## src/rtl/out_acc_wr_gen.sv

```systemverilog
// out_acc_wr_gen: writes one 3x3-window result per pixel and channel pass to the
// output feature-map BRAM. Pass 0 writes directly. Later passes read, add and write
// back. Two forwarding paths cover the BRAM's read-first, 1-cycle read latency.
module out_acc_wr_gen #(
  parameter int BRAM_ADDR_BIT = 32,
  parameter int DATA_BIT      = 16
) (
  input  logic                       clk,
  input  logic                       rst,
  input  logic [11:0]                width,
  input  logic [11:0]                channel,
  input  logic                       in_valid,
  input  logic signed [DATA_BIT-1:0] in_data,
  output logic                       rd_en,
  output logic [BRAM_ADDR_BIT-1:0]   rd_addr,
  input  logic signed [DATA_BIT-1:0] rd_data,
  output logic                       wr_en,
  output logic [BRAM_ADDR_BIT-1:0]   wr_addr,
  output logic signed [DATA_BIT-1:0] wr_data,
  output logic                       done,
  output logic [11:0]                pix_cnt,
  output logic [11:0]                channel_cnt
);

  localparam logic signed [DATA_BIT-1:0] SAT_MAX = {1'b0, {(DATA_BIT-1){1'b1}}};
  localparam logic signed [DATA_BIT-1:0] SAT_MIN = {1'b1, {(DATA_BIT-1){1'b0}}};

  // Output map geometry. OW*OW needs 24 bits even though pix_cnt is only 12 bits wide.
  logic [11:0] ow;
  logic [23:0] ow_sq;
  logic        pix_last;
  logic        chan_last;
  logic        job_last;

  assign ow        = width - 12'd2;
  assign ow_sq     = {12'd0, ow} * {12'd0, ow};
  assign pix_last  = ({12'd0, pix_cnt} == (ow_sq - 24'd1));
  assign chan_last = (channel_cnt == (channel - 12'd1));
  assign job_last  = pix_last && chan_last;

  // Stage B registers: one accepted pixel waiting for its BRAM read data.
  logic                       b_valid;
  logic [BRAM_ADDR_BIT-1:0]   b_addr;
  logic signed [DATA_BIT-1:0] b_data;
  logic                       b_first;
  logic                       b_last;

  // Commit shadow: the write that reached the BRAM at the previous edge. A read-first
  // BRAM read issued in that same cycle returned the old value, so this copy wins.
  logic                       sh_valid;
  logic [BRAM_ADDR_BIT-1:0]   sh_addr;
  logic signed [DATA_BIT-1:0] sh_data;

  logic signed [DATA_BIT-1:0] base;
  logic signed [DATA_BIT:0]   sum_wide;
  logic signed [DATA_BIT-1:0] sum;

  // Pixel and channel counters. They advance on every accepted input and wrap per job.
  // NOTE: sequential state uses non-blocking assignments so every flop samples pre-edge values.
  always_ff @(posedge clk or posedge rst) begin
    if (rst) begin
      pix_cnt     <= '0;
      channel_cnt <= '0;
    end else if (in_valid) begin
      if (pix_last) begin
        pix_cnt     <= '0;
        channel_cnt <= chan_last ? 12'd0 : channel_cnt + 12'd1;
      end else begin
        pix_cnt <= pix_cnt + 12'd1;
      end
    end
  end

  // Stage A: issue the BRAM read for the current pixel's partial sum.
  assign rd_en   = in_valid;
  assign rd_addr = in_valid ? BRAM_ADDR_BIT'(pix_cnt) : '0;

  // Stage A -> B capture of the accepted pixel and its flags.
  always_ff @(posedge clk or posedge rst) begin
    if (rst) begin
      b_valid <= 1'b0;
      b_addr  <= '0;
      b_data  <= '0;
      b_first <= 1'b0;
      b_last  <= 1'b0;
    end else begin
      b_valid <= in_valid;
      b_addr  <= BRAM_ADDR_BIT'(pix_cnt);
      b_data  <= in_data;
      b_first <= (channel_cnt == 12'd0);
      b_last  <= job_last;
    end
  end

  // Stage B: pick the newest partial sum for b_addr, then do a saturating add.
  // NOTE: every always_comb output gets a default first, so no path can infer a latch.
  always_comb begin
    base = '0;
    if (b_first) begin
      base = '0;
    end else if (wr_en && (wr_addr == b_addr)) begin
      base = wr_data;
    end else if (sh_valid && (sh_addr == b_addr)) begin
      base = sh_data;
    end else begin
      base = rd_data;
    end

    sum_wide = {base[DATA_BIT-1], base} + {b_data[DATA_BIT-1], b_data};
    sum      = sum_wide[DATA_BIT-1:0];
    if (sum_wide[DATA_BIT] != sum_wide[DATA_BIT-1]) begin
      sum = sum_wide[DATA_BIT] ? SAT_MIN : SAT_MAX;
    end
  end

  // Stage C: registered BRAM write port and the end-of-job pulse.
  always_ff @(posedge clk or posedge rst) begin
    if (rst) begin
      wr_en   <= 1'b0;
      wr_addr <= '0;
      wr_data <= '0;
      done    <= 1'b0;
    end else begin
      wr_en   <= b_valid;
      wr_addr <= b_addr;
      wr_data <= sum;
      done    <= b_valid && b_last;
    end
  end

  // Commit shadow update: remember each write as it lands in the BRAM.
  always_ff @(posedge clk or posedge rst) begin
    if (rst) begin
      sh_valid <= 1'b0;
      sh_addr  <= '0;
      sh_data  <= '0;
    end else if (wr_en) begin
      sh_valid <= 1'b1;
      sh_addr  <= wr_addr;
      sh_data  <= wr_data;
    end
  end

endmodule

```

## config.mk

```make
export PLATFORM = sky130hd
export DESIGN_NAME = out_acc_wr_gen
export DESIGN_NICKNAME = d
export VERILOG_FILES = /design/src/rtl/out_acc_wr_gen.sv
export SDC_FILE = /design/constraint.sdc
export NUM_CORES = 1
export LEC_CHECK = 0
export ABC_AREA = 1
export CELL_PAD_IN_SITES_DETAIL_PLACEMENT = 0
export CELL_PAD_IN_SITES_GLOBAL_PLACEMENT = 1
export CORE_ASPECT_RATIO = 1.5
export CORE_MARGIN = 2
export CORE_UTILIZATION = 44
export DETAILED_ROUTE_END_ITERATION = 16
export PLACE_DENSITY = 0.84
export SLEW_MARGIN = 5
export SYNTH_ARGS = -nofsm -noshare
export SYNTH_HDL_FRONTEND = slang
export SYNTH_SLANG_ARGS = --single-unit
export TNS_END_PERCENT = 100
```

## constraint.sdc

```tcl
create_clock -name clk -period 10.9 [get_ports clk]
set_input_delay 2.18 -clock clk [delete_from_list [all_inputs] [get_ports clk]]
set_output_delay 2.18 -clock clk [all_outputs]
set_load 0.005 [all_outputs]
```

After elaboration in Yosys (flattened, before gate mapping)

Cells that the tools add are included.

Add/sub/neg operators: 6
Multiply operators: 1
Div/mod/pow operators: 0
$lt $le $gt $ge: 0
Eq/ne operators: 5
Shift operators: 0
Multiplexer cells: 8
Bitwise gates (word level): 0
Reduce and logical (&&, ||, !) cells: 6

Operators by type and width:

| cell                                                                  | count |
|---|---|
| 16-bit 2-to-1 mux                                                     | 5 |
| 12-bit == test                                                        | 3 |
| 12-bit 2-to-1 mux                                                     | 3 |
| 12-bit by 1-bit adder with 12-bit output (second input constant)      | 2 |
| 12-bit by 24-bit == test with 1-bit output                            | 1 |
| 12-bit by 12-bit multiplier with 24-bit output                        | 1 |
| 24-bit by 1-bit subtractor with 24-bit output (second input constant) | 1 |
| 16-bit by 16-bit adder with 17-bit output                             | 1 |
| 12-bit logical NOT                                                    | 1 |
| 12-bit by 1-bit subtractor with 12-bit output (second input constant) | 1 |
| 12-bit by 2-bit subtractor with 12-bit output (second input constant) | 1 |
| 1-bit logical AND                                                     | 4 |
| 2-bit AND reduction                                                   | 1 |
| 1-bit != test                                                         | 1 |

Flip-flop bits (word level): 114
Latch bits: 0
Memory bits (writable): 0
Bits in read-only memories: 0
Input port bits: 59
Memories: 0

Logic depth before layout (Yosys ltp)

Gate-level depths: netlist of run 1.

Depth after elaboration: 8
Mapped depth: 37

Worst setup path after synthesis of run 1

Ideal clock, no wire load.

Path kind: in2reg
Start: in width[1]
End: reg pix_cnt[0]
Data arrival time: 7910 ps
Data required time: 10782 ps
Setup slack: 2871 ps
Stages: 33
Path through: buf_4 -> inv_2 -> ha_1 -> nand3_1 -> nor3_1 -> or2_2 -> and2_1 -> buf_2 -> inv_1 -> nor2_1 -> fa_1 -> inv_1 -> fa_1 -> fa_1 -> fa_1 -> fa_1 -> inv_1 -> ha_1 -> nand2_1 -> inv_1 -> a21oi_1 -> nor2_1 -> nor2_1 -> nand2_1 -> nand2_1 -> nand2_1 -> nor2_1 -> nand2_1 -> nor2_4 -> nand2_2 -> buf_2 -> nand3_1 -> nand2_1

Cells in the longest elaborated chain, start to end: 5

Ends and longest elaborated chain:

| what                                           | line | source |
|---|---|---|
| start, declared                                | 10   | `input logic [11:0] width,` |
| 12-bit by 2-bit subtractor with 12-bit output  | 35   | `assign ow = width - 12'd2;` |
| 12-bit by 12-bit multiplier with 24-bit output | 36   | `assign ow_sq = {12'd0, ow} * {12'd0, ow};` |
| 24-bit by 1-bit subtractor with 24-bit output  | 37   | `assign pix_last = ({12'd0, pix_cnt} == (ow_sq - 24'd1));` |
| 12-bit by 24-bit == test with 1-bit output     | 37   |  |
| 12-bit 2-to-1 mux                              | 65   | `if (pix_last) begin` |
| end signal, assigned                           | 69   | `pix_cnt <= pix_cnt + 12'd1;` |
| end, declared                                  | 21   | `output logic [11:0] pix_cnt,` |

Every way passes these cells.
A chain may end at the register's enable or synchronous reset.

Worst setup path after layout of run 1

Start: in width[1]
End: reg channel_cnt[2]

Cells in the longest elaborated chain, start to end: 5

Ends and longest elaborated chain:

| what                                           | line | source |
|---|---|---|
| 12-bit by 2-bit subtractor with 12-bit output  | 35   |  |
| 12-bit by 12-bit multiplier with 24-bit output | 36   |  |
| 24-bit by 1-bit subtractor with 24-bit output  | 37   |  |
| 12-bit by 24-bit == test with 1-bit output     | 37   |  |
| 2-bit AND reduction (no source line)           | --   |  |
| end signal, assigned                           | 67   | `channel_cnt <= chan_last ? 12'd0 : channel_cnt + 12'd1;` |
| end, declared                                  | 22   | `output logic [11:0] channel_cnt` |

Every way passes these cells.

==> results of run 1 <==
==> layout make-up <==
class	instances	area (µm²)
clock buffer	19	443
fill	2591	12700
inverter	310	1170
sequential	114	2850
timing repair buffer	129	1280
multi-input combinational	1152	7380
tap	337	422
clock inverter	13	113
==> critical path, delay by kind of cell <==
kind	cells	cell delay, ps
AO/OA/AOI/OAI	1	190
buffers and inverters	6	1370
adder cells (fa/ha/maj)	7	3310
AND/OR/NAND/NOR	17	2640
==> logic make-up (layout without fill, tap and decap cells) <==
logic type,after synthesis,in the layout,synth area share (%)
xor gates and xnor gates,66,66,4.93
other,1,40,0.0320
adders and majority gates,172,172,24.1
and+or+nand+nor,722,722,25.8
buffers and inverters,388,471,14.0
DFF,114,114,24.3
AOI/OAI and AO/OA,152,152,6.84
==> layer usage <==
metal  vias up  GRT usage, %
met5         -             0
met4         0          8.69
met3        64          2.06
met2       222          45.2
met1      4740          23.1
li1       5106             -
==> per-stage QoR <==
step	power [µW]	hold WS [ps]
2_1_floorplan	2640	354
3_3_place_gp	3290	364
3_5_place_dp	3310	363
4_1_cts	3840	375
5_1_grt	4270	403
6_report	3820	373
==> state kept, by name, summed over array words and instances (netlist names) <==
name         cells
b_data          16
sh_data         16
wr_data         16
b_addr          12
channel_cnt     12
pix_cnt         12
sh_addr         12
wr_addr         12
b_first          1
b_last           1
b_valid          1
done             1
sh_valid         1
wr_en            1
==> cell usage after synthesis (all sizes together), types with 24 or more instances <==
cell    number
inv        308
nand3       87
o21ai       74
nor2       135
fa          90
xor2        42
a21oi       59
clkbuf      26
xnor2       24
nand2      427
ha          82
nand4       32
dfrtp      114
buf         52
==> cell usage in the layout (no fill, tap or decap), types with 40 or more instances in the layout <==
master and n:
sky130_fd_sc_hd__clkdlybuf4s50_1 125, sky130_fd_sc_hd__conb_1 40, sky130_fd_sc_hd__nand2_1 424, sky130_fd_sc_hd__a21oi_1 59, sky130_fd_sc_hd__inv_1 304, sky130_fd_sc_hd__fa_1 90, sky130_fd_sc_hd__nand3_1 85, sky130_fd_sc_hd__ha_1 82
sky130_fd_sc_hd__xor2_1 42, sky130_fd_sc_hd__nor2_1 131, sky130_fd_sc_hd__o21ai_0 72, sky130_fd_sc_hd__dfrtp_1 114
==> final timing paths <==
kind,to,slack (ps),cells past startpoint,start
max in group asynchronous,pix_cnt[0]$_DFFE_PP0P_,7440,3,rst
min reg2reg,wr_en$_DFF_PP0_,370,0,b_valid$_DFF_PP0_
max,channel_cnt[2]$_DFFE_PP0P_,1510,31,width[1]
min in group asynchronous,sh_data[12]$_DFFE_PP0P_,2170,2,rst
max reg2reg,wr_data[1]$_DFF_PP0_,4700,18,wr_en$_DFF_PP0_
min,wr_en$_DFF_PP0_,370,0,b_valid$_DFF_PP0_
==> power by group <==
part	internal (µW)	switching [µW]
clock network	317	198
logic	1010	1770
registers	469	50.0
total	1800	2020
==> impl.org, run 1 <==
** CTS
- The clock reaches the later pin of the worst-skew pair after 420 ps.
- In this run the number of H-tree levels came out at 4.
- Number of clock sinks :: 114
- Once the clock tree was built, the resizer swapped 0 gates to a different size.
- Clock tree synthesis inserted a total of 17 buffers.
- Hold-fix buffers at CTS :: 0
- Post-CTS setup-driven buffer insertion count :: 0
- After clock tree synthesis, the clock-pin slew on the worst setup and hold paths is ~50 ps.
- Clock tree buffer depth :: 2
- Clock tree from TritonCTS :: built
- In this run the clock root is driven by a sky130_fd_sc_hd__clkbuf_16.

** Drt
- Average wire length per cell after detail routing :: 14.6 µm
- DR top layer :: met4
- Total iterations of the first detailed-routing run :: 5
- Detailed router's first-iteration violation count :: 359
- Summed over all layers, the routed wires come to roughly 30000 µm.
- Met3 wire length :: 964 µm
- Remaining design rule violation count :: 0
- Mean number of vias per cell :: 4.89
- Vias after detailed routing :: 10100
- In this run the remaining antenna-violating nets after routing total 0.
- After detailed routing, the wire length on met1 is 11200 µm.
- Wire segments on met2 add up to 17100 µm in the final route.

** Logic synthesis
- Counting flops with a built-in enable in the synthesized netlist gives 0.
- For this run, the register share of the synthesized area comes to 24.3%.
- Ranked by total cell area, the synthesized netlist is headed by sky130_fd_sc_hd__dfrtp_1 24%, sky130_fd_sc_hd__fa_1 15%, sky130_fd_sc_hd__nand2_1 14%, sky130_fd_sc_hd__inv_1 9.8%, sky130_fd_sc_hd__ha_1 8.8%.
- Counting flops with an async set or reset pin after synthesis yields a share of 100%.
- Top_reg_cell synth :: sky130_fd_sc_hd__dfrtp_1
- The synthesized design devotes to its leading area cell type 24.3% of total area.
- Synthesis-stage register bit count :: around 110
- After synthesis, the netlist uses 43 different library cells.
- Of all cell types, the one taking the most synthesized area is sky130_fd_sc_hd__dfrtp_1.
- Yosys warning count :: 0
- After technology mapping, the gate count stands at 1615.
- Cell area after technology mapping :: 0.0117 mm²
- In this run the mean area of a mapped cell was 7.26 µm².

** Global routing
- The number of antenna violations at the first check in global routing came to 0.
- Entering global routing, the biggest net connects 72 pins.
- All-Layer GR Usage :: about 22%
- Vias in the first global route :: roughly 10000
- After global routing the overflow that remains totals 0.
- The first global-routing pass estimated 49600 µm of wire.

** Status
- Outcome :: completed

** Timing
- Worst Slack Setup Final :: 1510 ps
- The max-slew violation count is 0.
- Across the routed clock network, the largest skew measured is 6.51 ps.
- Tightest slew margin relative to the limit :: 27.0%
- Least-Margin Pin Slew :: 1090 ps
- Setup violations remaining at the end of the flow were counted as 0.
- Static timing analysis puts the maximum clock frequency at approximately 110 MHz.
- Final Hold Viols :: 0
- Setup Total Neg Slack :: 0 ps
- Setup repair after global routing left no endpoint under its margin.
- Period Utilization, post-route :: a little under nine tenths
- The worst path in the final design needs a cycle of 9390 ps, including I/O delays and setup.

** Worst setup path
- The largest single stage delay on the critical path is about 660 ps.
- Counting stages on the worst path, the most repeated cell is sky130_fd_sc_hd__nand2_1.
- Worst path required time :: 11210 ps
- Category of the worst setup path capture point :: flip-flop
- The setup path with the least slack is of type input port to flip-flop.
- Data arrives at the worst endpoint at 9690 ps.
- The slowest stage of the critical path belongs to the cell sky130_fd_sc_hd__clkdlybuf4s50_1.
- Along the worst path, the maximum fanout reaches 14.
- The worst setup path is launched from an input port.

** Finish
- Synth-to-Final Area Change :: 16.5%
- Non-Filler Cell Area, Final :: about 0.014 mm²
- Final net count :: between 1500 and 2000
- The repair_antennas step left the layout with diodes totalling 0.
- The finished layout holds a little over 2000 standard cells, fillers aside.
- Final core utilization :: 51.7%
- The post-route netlist has 3.28% of its cells at a drive strength greater than 1.

** Min path
- Type of the tightest min-delay check :: flip-flop to flip-flop

** Floorplanning
- Initial standard-cell utilization of the core :: 44.4%
- The die covers 0.0280 mm².
- Core Region :: 0.0264 mm²
- From left edge to right edge, the die measures 137 µm.
- Floorplan row count :: between 70 and 80
- During I/O placement, the number of pins put on the boundary was 166.
- Chip Height :: 204 µm

** Placed design
- Placed Cells :: a little over 2000
- Prior to clock tree synthesis, the placed netlist has a worst setup slack of 1070 ps.
- The HPWL after detailed placement is 24900 µm.
- The placed instances occupy a cell area of 0.0131 mm².
- Port buffering added 125 buffers.
- The congestion estimate from routability-driven global placement came to 0.944.

** Power and ir drop
- Max VDD drop :: 0.192 mV
- Cell Pwr Density :: 279 mW/mm²
- The analysis attributes to cell leakage a power of 0.00717 µW.

** Flow run
- Max-cap violations in this run came to 0.
Note: power is estimated with default switching activity, not from simulation.
==> run 2, diff against run 1 <==
--- a/config.mk
+++ b/config.mk
@@ -8,11 +8,12 @@
 export ABC_AREA = 1
 export CELL_PAD_IN_SITES_DETAIL_PLACEMENT = 0
 export CELL_PAD_IN_SITES_GLOBAL_PLACEMENT = 1
-export CORE_ASPECT_RATIO = 1.5
+export CORE_ASPECT_RATIO = 1.1
 export CORE_MARGIN = 2
 export CORE_UTILIZATION = 44
 export DETAILED_ROUTE_END_ITERATION = 16
 export PLACE_DENSITY = 0.84
+export SETUP_SLACK_MARGIN = 0.4
 export SLEW_MARGIN = 5
 export SYNTH_ARGS = -nofsm -noshare
 export SYNTH_HDL_FRONTEND = slang
==> run 2 against run 1 <==
Compared with the run above: fmax grew 0.96%; via count is essentially flat; routed wire length shrank 5.6%; design area grew 0.48%; largest cell class unchanged; critical path type unchanged.
==> impl.org, run 2 (synthesis gave the netlist of run 1 again) <==
** Worst setup path
- Launch instance of the worst register-to-register path :: wr_en$_DFF_PP0_ (unchanged)
- The largest fanout on the critical path came to 14 (unchanged).
- Worst reg2reg path depth :: 20 (was 18)
- The delay of the slowest cell on the worst path was 670 ps (was 660 ps).
- Type of element launching the critical path :: input port (unchanged)
- The endpoint of the worst-slack reg-to-reg timing path is wr_data[13]$_DFF_PP0_ (was wr_data[1]$_DFF_PP0_).
- Register-to-register setup slack :: 5110 ps (was 4700 ps)
- The worst setup path startpoint was width[1] (unchanged).
- The data arrival time of the worst path was 9580 ps (was 9690 ps).
- Capturing instance or port of the critical path :: pix_cnt[3]$_DFFE_PP0P_ (was channel_cnt[2]$_DFFE_PP0P_)
- The element type at the critical path end is a flip-flop (unchanged).
- The data required time of the critical path is 11190 ps (was 11210 ps).
- The kind of critical path was input port to flip-flop (unchanged).
- Most common cell on crit path :: sky130_fd_sc_hd__nand2_1 (unchanged)
- The cell with the largest stage delay on the worst path is sky130_fd_sc_hd__clkdlybuf4s50_1 (unchanged).

** Drt
- The vias per cell came to 4.85 (was 4.89).
- Remaining design rule violation count :: 0 (unchanged)
- The number of detailed-route iterations in the first pass is 5 (unchanged).
- Average wire length per cell after detail routing :: 13.7 µm (was 14.6 µm)
- Detail Route met2 WL :: 14000 µm (was 17100 µm)
- The total number of vias came to 10100 (about the same).
- The initial DRC count was 553 (was 359).
- The remaining antenna violation count was 0 (unchanged).
- Total wirelength of the detailed-routed design :: 28500 µm (was 30200 µm)
- The highest routed metal layer is met4 (unchanged).
- The post-route met1 wirelength is 12700 µm (was 11200 µm).
- The length of routed met3 wiring is 1230 µm (was 964 µm).

** Placed design
- Post-DP HPWL :: 23700 µm (was 24900 µm)
- The minimum setup slack after placement came to 1280 ps (was 1070 ps).
- The placer congestion estimate is 0.869 (was 0.944).
- Port Buffers :: 125 (unchanged)

** Power and ir drop
- The net switching fraction of the power is 52.5% (was 52.9%).
- The internal power component is 1830 µW (was 1800 µW).
- The combinational share of power came to 72.1% (was 72.9%).
- Static leakage :: 0.00718 µW (was 0.00717 µW)
- The total design power came to 3860 µW (was 3820 µW).
- Max VDD drop :: 0.246 mV (was 0.192 mV)
- Sequential share of power :: 13.4% (was 13.6%)
- Cell Pwr Density :: 281 mW/mm² (was 279 mW/mm²)
- The switching component of the power is 2020 µW (about the same).
- The clock share of power is 14.4% (was 13.5%).

** CTS
- Clock tree buffer depth :: 2 (unchanged)
- The count of hold-fix buffers inserted at cts is 0 (unchanged).
- The number of buffers created by CTS came to 17 (unchanged).
- Clock Pin Slew Worst Setup and Hold Paths :: 50 ps (about the same)
- Clock tree from TritonCTS :: built (unchanged)
- Root buffer cell :: sky130_fd_sc_hd__clkbuf_16 (unchanged)
- The post-cts resize count was 0 (unchanged).
- Number of clock sinks :: 114 (unchanged)
- The number of H-tree branching levels was 4 (unchanged).
- Post-CTS setup-driven buffer insertion count :: 0 (unchanged)
- Insertion delay to the later sink of the worst-skew pair :: 410 ps (was 420 ps)

** Timing
- The maximum clock frequency was 108 MHz (was 107 MHz).
- The final hold violation count is 0 (unchanged).
- Final setup fails :: 0 (unchanged)
- Layout Skew :: 12.3 ps (was 6.51 ps)
- Setup repair after global routing missed its margin: no (unchanged).
- The worst-case headroom to the max-slew limit was 30.4% (was 27.0%).
- Worst Slack Setup Final :: 1600 ps (was 1510 ps)
- The final critical delay including setup and external delays came to 9300 ps (was 9390 ps).
- Period Utilization, post-route :: 85.3% (was 86.1%)
- Setup Total Neg Slack :: 0 ps (unchanged)
- Count of final max-slew check failures :: 0 (unchanged)
- The slew of the pin with the lowest slew margin is 1040 ps (was 1090 ps).

** Finish
- Final net count :: 1955 (unchanged)
- Commonest non-fill, non-tap cells in the layout: 424 x sky130_fd_sc_hd__nand2_1, 304 x sky130_fd_sc_hd__inv_1, 131 x sky130_fd_sc_hd__nor2_1 (unchanged).
- Multi-input logic area :: 0.00738 mm² (unchanged)
- # fillers :: 2571 (was 2591)
- The sequential standard cell area was 0.00285 mm² (unchanged).
- The synthesis-to-finish area growth is 17.1% (was 16.5%).
- Top Registers: b_data x16, sh_data x16, wr_data x16 (unchanged).
- The count of antenna diodes in the layout came to 0 (unchanged).
- Share of cells above drive strength 1 :: 3.34% (was 3.28%)
- The leading cell type in the layout, fill and taps excluded is sky130_fd_sc_hd__nand2_1 (unchanged).

** Status
- Outcome :: completed (unchanged)

** Global routing
- Initial antenna violation count :: 0 (unchanged)
- All-Layer GR Usage :: 21.1% (was 22.5%)
- The number of global-route vias before repair was 10000 (was 10400).
- First-pass GRT wire length :: 48200 µm (was 49600 µm)
- Pin count of the biggest net entering global routing :: 73 (was 72)
- Sum of overflow across all layers after global routing :: 0 (unchanged)

** Floorplanning
- The number of top-level design ports is 166 (unchanged).
- The core outline area was 0.0261 mm² (was 0.0264 mm²).
- Chip Height :: 175 µm (was 204 µm)
- The starting density of the core is 44.8% (was 44.4%).
- The cell row count came to 62 (was 73).
- The overall die width came to 160 µm (was 137 µm).
- Area of the die :: 0.0280 mm² (about the same)

** Flow run
- The number of max-cap violations is 0 (unchanged).

** Min path
- The type of the tightest min-delay check was flip-flop to flip-flop (unchanged).
## run 2: power by group through the flow
stage	Combinational, µW	Clock [µW]	Sequential, µW
floorplan	2130	0	510
global placement	2760	0	525
detailed placement	2780	0	526
CTS	2800	566	519
global route	3210	590	526
finish	2780	557	519
## run 2: metrics by stage
stage | hold WS [ps] | utilization [%] | cells | cell area [µm²]
after CTS | 384 | 52.5 | 2089 | 13700
after detailed placement | 371 | 50.2 | 2057 | 13100
final | 381 | 52.5 | 2089 | 13700
after floorplan | 354 | - | 1654 | 11900
after global placement | 367 | 50.2 | 2057 | 13100
after global routing | 403 | 52.5 | 2089 | 13700
## run 2: worst max-delay path, delay by kind of cell
family                   cells  cell delay, ps
buffers and inverters        6            1290
AO/OA/AOI/OAI                1             290
AND/OR/NAND/NOR             17            2600
adder cells (fa/ha/maj)      7            3210
## run 2: cell type report
type                            instances  share of cell area, %
Multi-Input combinational cell       1152                   53.8
Sequential cell                       114                   20.8
Timing Repair Buffer                  129                   9.34
Inverter                              310                   8.50
Clock buffer                           19                   3.30
Tap cell                              352                   3.21
Clock inverter                         13                   1.08
## run 2: layer usage
metal	vias to the layer above	track usage, %
met5	-	0
met4	0	6.25
met3	40	2.90
met2	253	37.2
met1	4721	27.1
li1	5114	-
## run 2: worst min-delay path by stage
stage                             start                   end  slack, ps  depth (start not counted)
floorplan             b_valid$_DFF_PP0_       wr_en$_DFF_PP0_        350                          0
global placement      b_valid$_DFF_PP0_       wr_en$_DFF_PP0_        370                          0
detailed placement    b_valid$_DFF_PP0_       wr_en$_DFF_PP0_        370                          0
CTS                   b_valid$_DFF_PP0_       wr_en$_DFF_PP0_        380                          0
global route        b_addr[5]$_DFF_PP0_  wr_addr[5]$_DFF_PP0_        400                          0
finish                b_valid$_DFF_PP0_       wr_en$_DFF_PP0_        380                          0
==> run 3, diff against run 2 <==
--- a/config.mk
+++ b/config.mk
@@ -9,11 +9,11 @@
 export CELL_PAD_IN_SITES_DETAIL_PLACEMENT = 0
 export CELL_PAD_IN_SITES_GLOBAL_PLACEMENT = 1
 export CORE_ASPECT_RATIO = 1.1
-export CORE_MARGIN = 2
 export CORE_UTILIZATION = 44
 export DETAILED_ROUTE_END_ITERATION = 16
 export PLACE_DENSITY = 0.84
 export SETUP_SLACK_MARGIN = 0.4
+export SKIP_LAST_GASP = 1
 export SLEW_MARGIN = 5
 export SYNTH_ARGS = -nofsm -noshare
 export SYNTH_HDL_FRONTEND = slang
==> run 3 against run 2 <==
Compared with the run above: sequential share of layout area about the same; sequential cell count unchanged; first-iteration DRC count decreased by 23%; die area decreased by 2.4%; clock skew decreased by 1.0 ps; count of clock-buffer cells in the layout unchanged; via count decreased by 0.21%; register-to-register slack improved by 20 ps; critical path depth decreased by 2; combinational power about the same; critical path type unchanged; critical endpoint unchanged; largest power group unchanged.
==> impl.org, run 3 (synthesis gave the netlist of run 1 again) <==
** Min path
- Type of the tightest min-delay check :: flip-flop to flip-flop (unchanged)
- The startpoint of the worst hold path was b_valid$_DFF_PP0_ (unchanged).

** Floorplanning
- The number of top-level design ports came to 166 (unchanged).
- The starting density of the core is 44.8% (unchanged).
- The core outline area is 0.0261 mm² (unchanged).
- Floorplan row count :: 62 (unchanged)
- Area of the die :: 0.0273 mm² (was 0.0280 mm²)
- The overall die width was 158 µm (was 160 µm).
- The vertical extent of the die came to 173 µm (was 175 µm).

** Placed design
- Final weighted congestion of routability-driven global placement :: 0.883 (was 0.869)
- Port Buffers :: 125 (unchanged)
- The total half-perimeter wirelength after legalization and detailed placement was 23500 µm (was 23700 µm).

** Drt
- The total number of vias was 10100 (about the same).
- The initial DRC count came to 428 (was 553).
- Average wire length per cell after detail routing :: 13.7 µm (about the same)
- Post-route ant nets :: 0 (unchanged)
- The post-detailed-route DRC marker count was 0 (unchanged).
- The number of detailed-route iterations in the first pass came to 5 (unchanged).
- Total wirelength of the detailed-routed design :: 28700 µm (was 28500 µm)
- The vias per cell is 4.84 (was 4.85).

** Timing
- Highest achievable clock rate :: 109 MHz (was 108 MHz)
- The final critical delay including setup and external delays is 9140 ps (was 9300 ps).
- Final setup fails :: 0 (unchanged)
- Count of final max-slew check failures :: 0 (unchanged)
- Period Utilization, post-route :: 83.8% (was 85.3%)
- Final Hold Viols :: 0 (unchanged)
- Layout Skew :: 11.3 ps (was 12.3 ps)
- Setup repair after global routing missed its margin :: no (unchanged)
- Least-Margin Pin Slew :: 1020 ps (was 1040 ps)
- The worst-case headroom to the max-slew limit was 32.0% (was 30.4%).
- Setup Total Neg Slack :: 0 ps (unchanged)

** Worst setup path
- Launch instance of the worst register-to-register path :: wr_en$_DFF_PP0_ (unchanged)
- The startpoint kind of the worst setup timing path was an input port (unchanged).
- The cell with the most instances on the worst path was sky130_fd_sc_hd__fa_1 (was sky130_fd_sc_hd__nand2_1).
- Slowest CP cell :: sky130_fd_sc_hd__clkdlybuf4s50_1 (unchanged)
- Launch point of the worst path :: width[1] (unchanged)
- The kind of critical path is input port to flip-flop (unchanged).
- The critical path's top delay family is adder cells (unchanged).
- Worst stage delay on the critical path :: 650 ps (was 670 ps)
- Signal arrival time at the worst endpoint :: 9430 ps (was 9580 ps)
- Worst path required time :: 11190 ps (about the same)
- The element type at the critical path end is a flip-flop (unchanged).
- The largest fanout on the critical path was 14 (unchanged).
- The worst path buffer plus inverter count is 6 (unchanged).

** CTS
- The count of hold-fix buffers inserted at cts was 0 (unchanged).
- Number of H-tree branching levels :: 4 (unchanged)
- The CTS tree is built (unchanged).
- Insertion delay to the later sink of the worst-skew pair :: 400 ps (was 410 ps)
- Clock Pin Slew Worst Setup and Hold Paths :: 60 ps (was 50 ps)
- Clock tree buffer depth :: 2 (unchanged)
- Root buffer cell :: sky130_fd_sc_hd__clkbuf_16 (unchanged)
- Number of clock sinks :: 114 (unchanged)
- The number of buffers added for setup after CTS was 0 (unchanged).
- Num CTS Buffers :: 17 (unchanged)
- The post-cts resize count is 0 (unchanged).

** Global routing
- The total overflow reported by the global router was 0 (unchanged).
- The wire length of the first global-routing pass is 48000 µm (was 48200 µm).
- Vias in the first global route :: 9912 (was 10000)
- The number of antenna violations at the first check in global routing is 0 (unchanged).
- Pin count of the biggest net entering global routing :: 62 (was 73)
- All-Layer GR Usage :: 22.0% (was 21.1%)

** Power and ir drop
- The clock share of power is 14.0% (was 14.4%).
- The total power divided by cell area was 281 mW/mm² (about the same).
- The static leakage came to 0.00718 µW (about the same).
- Psw :: 2040 µW (was 2020 µW)
- The register share of total power is 13.5% (was 13.4%).
- Part of the power in combinational logic :: 72.5% (was 72.1%)
- Proportion of total power due to net switching :: 52.9% (was 52.5%)
- Cell-internal power :: 1810 µW (was 1830 µW)
- Max VDD drop :: 0.232 mV (was 0.246 mV)

** Finish
- The count of antenna diodes in the layout came to 0 (unchanged).
- Most common cell after layout, fill and taps aside :: sky130_fd_sc_hd__nand2_1 (unchanged)
- The final standard cell utilization of the core came to 52.4% (was 52.5%).
- Top Registers: b_data x16, sh_data x16, wr_data x16 (unchanged).
- FF+latch area :: 0.00285 mm² (unchanged)
- The final-layout fill cell count was 2556 (was 2571).
- Commonest non-fill, non-tap cells in the layout :: 424 x sky130_fd_sc_hd__nand2_1, 304 x sky130_fd_sc_hd__inv_1, 131 x sky130_fd_sc_hd__nor2_1 (unchanged)
- The synthesis-to-finish area growth was 16.9% (was 17.1%).
- Multi-input logic area :: 0.00738 mm² (unchanged)
- Share of cells above drive strength 1 :: 3.34% (unchanged)
- The number of nets at the end of the flow is 1955 (unchanged).

** Status
- Outcome: completed (unchanged).

** Flow run
- Max_cap viols :: 0 (unchanged)
run 3: changes by cell type in the layout (fill, tap and decap cells not counted):
cell / before / now
sky130_fd_sc_hd__bufinv_16: 2 / 1
sky130_fd_sc_hd__clkinv_2: 0 / 1
sky130_fd_sc_hd__clkinvlp_4: 6 / 5
sky130_fd_sc_hd__clkinv_4: 1 / 2
run 3: area by class of cell:
class,count,area share [%]
repair buffers,129,9.35
clock inverters,13,0.913
well taps,352,3.21
clock buffers,19,3.31
flip-flops and latches,114,20.8
multi-input cells,1152,53.9
inverters,310,8.51
run 3: path summary, 6_finish.rpt:
path                                                    to  slack, ps  cells past startpoint
worst max-delay path                pix_cnt[3]$_DFFE_PP0P_       1760                     29
worst min-delay path                       wr_en$_DFF_PP0_        380                      0
worst max register to register       wr_data[10]$_DFF_PP0_       5130                     20
worst min register to register             wr_en$_DFF_PP0_        380                      0
max in group asynchronous           sh_addr[4]$_DFFE_PP0P_       7460                      3
min in group asynchronous       channel_cnt[1]$_DFFE_PP0P_       2260                      2
run 3: through the flow:
| stage | cell area, µm² | cells | setup slack [ps] | power (µW) | hold WS (ps) |
|---|---|---|---|---|---|
| after floorplan | 11900 | 1654 | 2870 | 2640 | 354 |
| after global placement | 13100 | 2057 | 1530 | 3320 | 362 |
| after detailed placement | 13100 | 2057 | 1350 | 3330 | 371 |
| after CTS | 13700 | 2089 | 1770 | 3880 | 383 |
| after global routing | 13700 | 2089 | 1170 | 4310 | 397 |
| final | 13700 | 2089 | 1760 | 3850 | 382 |
run 3: power by group through the flow:
stage	combinational, µW	clock (µW)	sequential [µW]
floorplan	2130	0	510
global placement	2800	0	526
detailed placement	2800	0	528
CTS	2820	544	520
global route	3220	564	528
finish	2790	539	521
run 3: routing by layer:
layer	part of all wire, %	vias to the layer above	GRT usage (%)
li1	-	5125	-
met1	45	4732	28.8
met2	50	229	39.0
met3	3.4	21	2.01
met4	1.3	0	5.10
met5	0	-	0
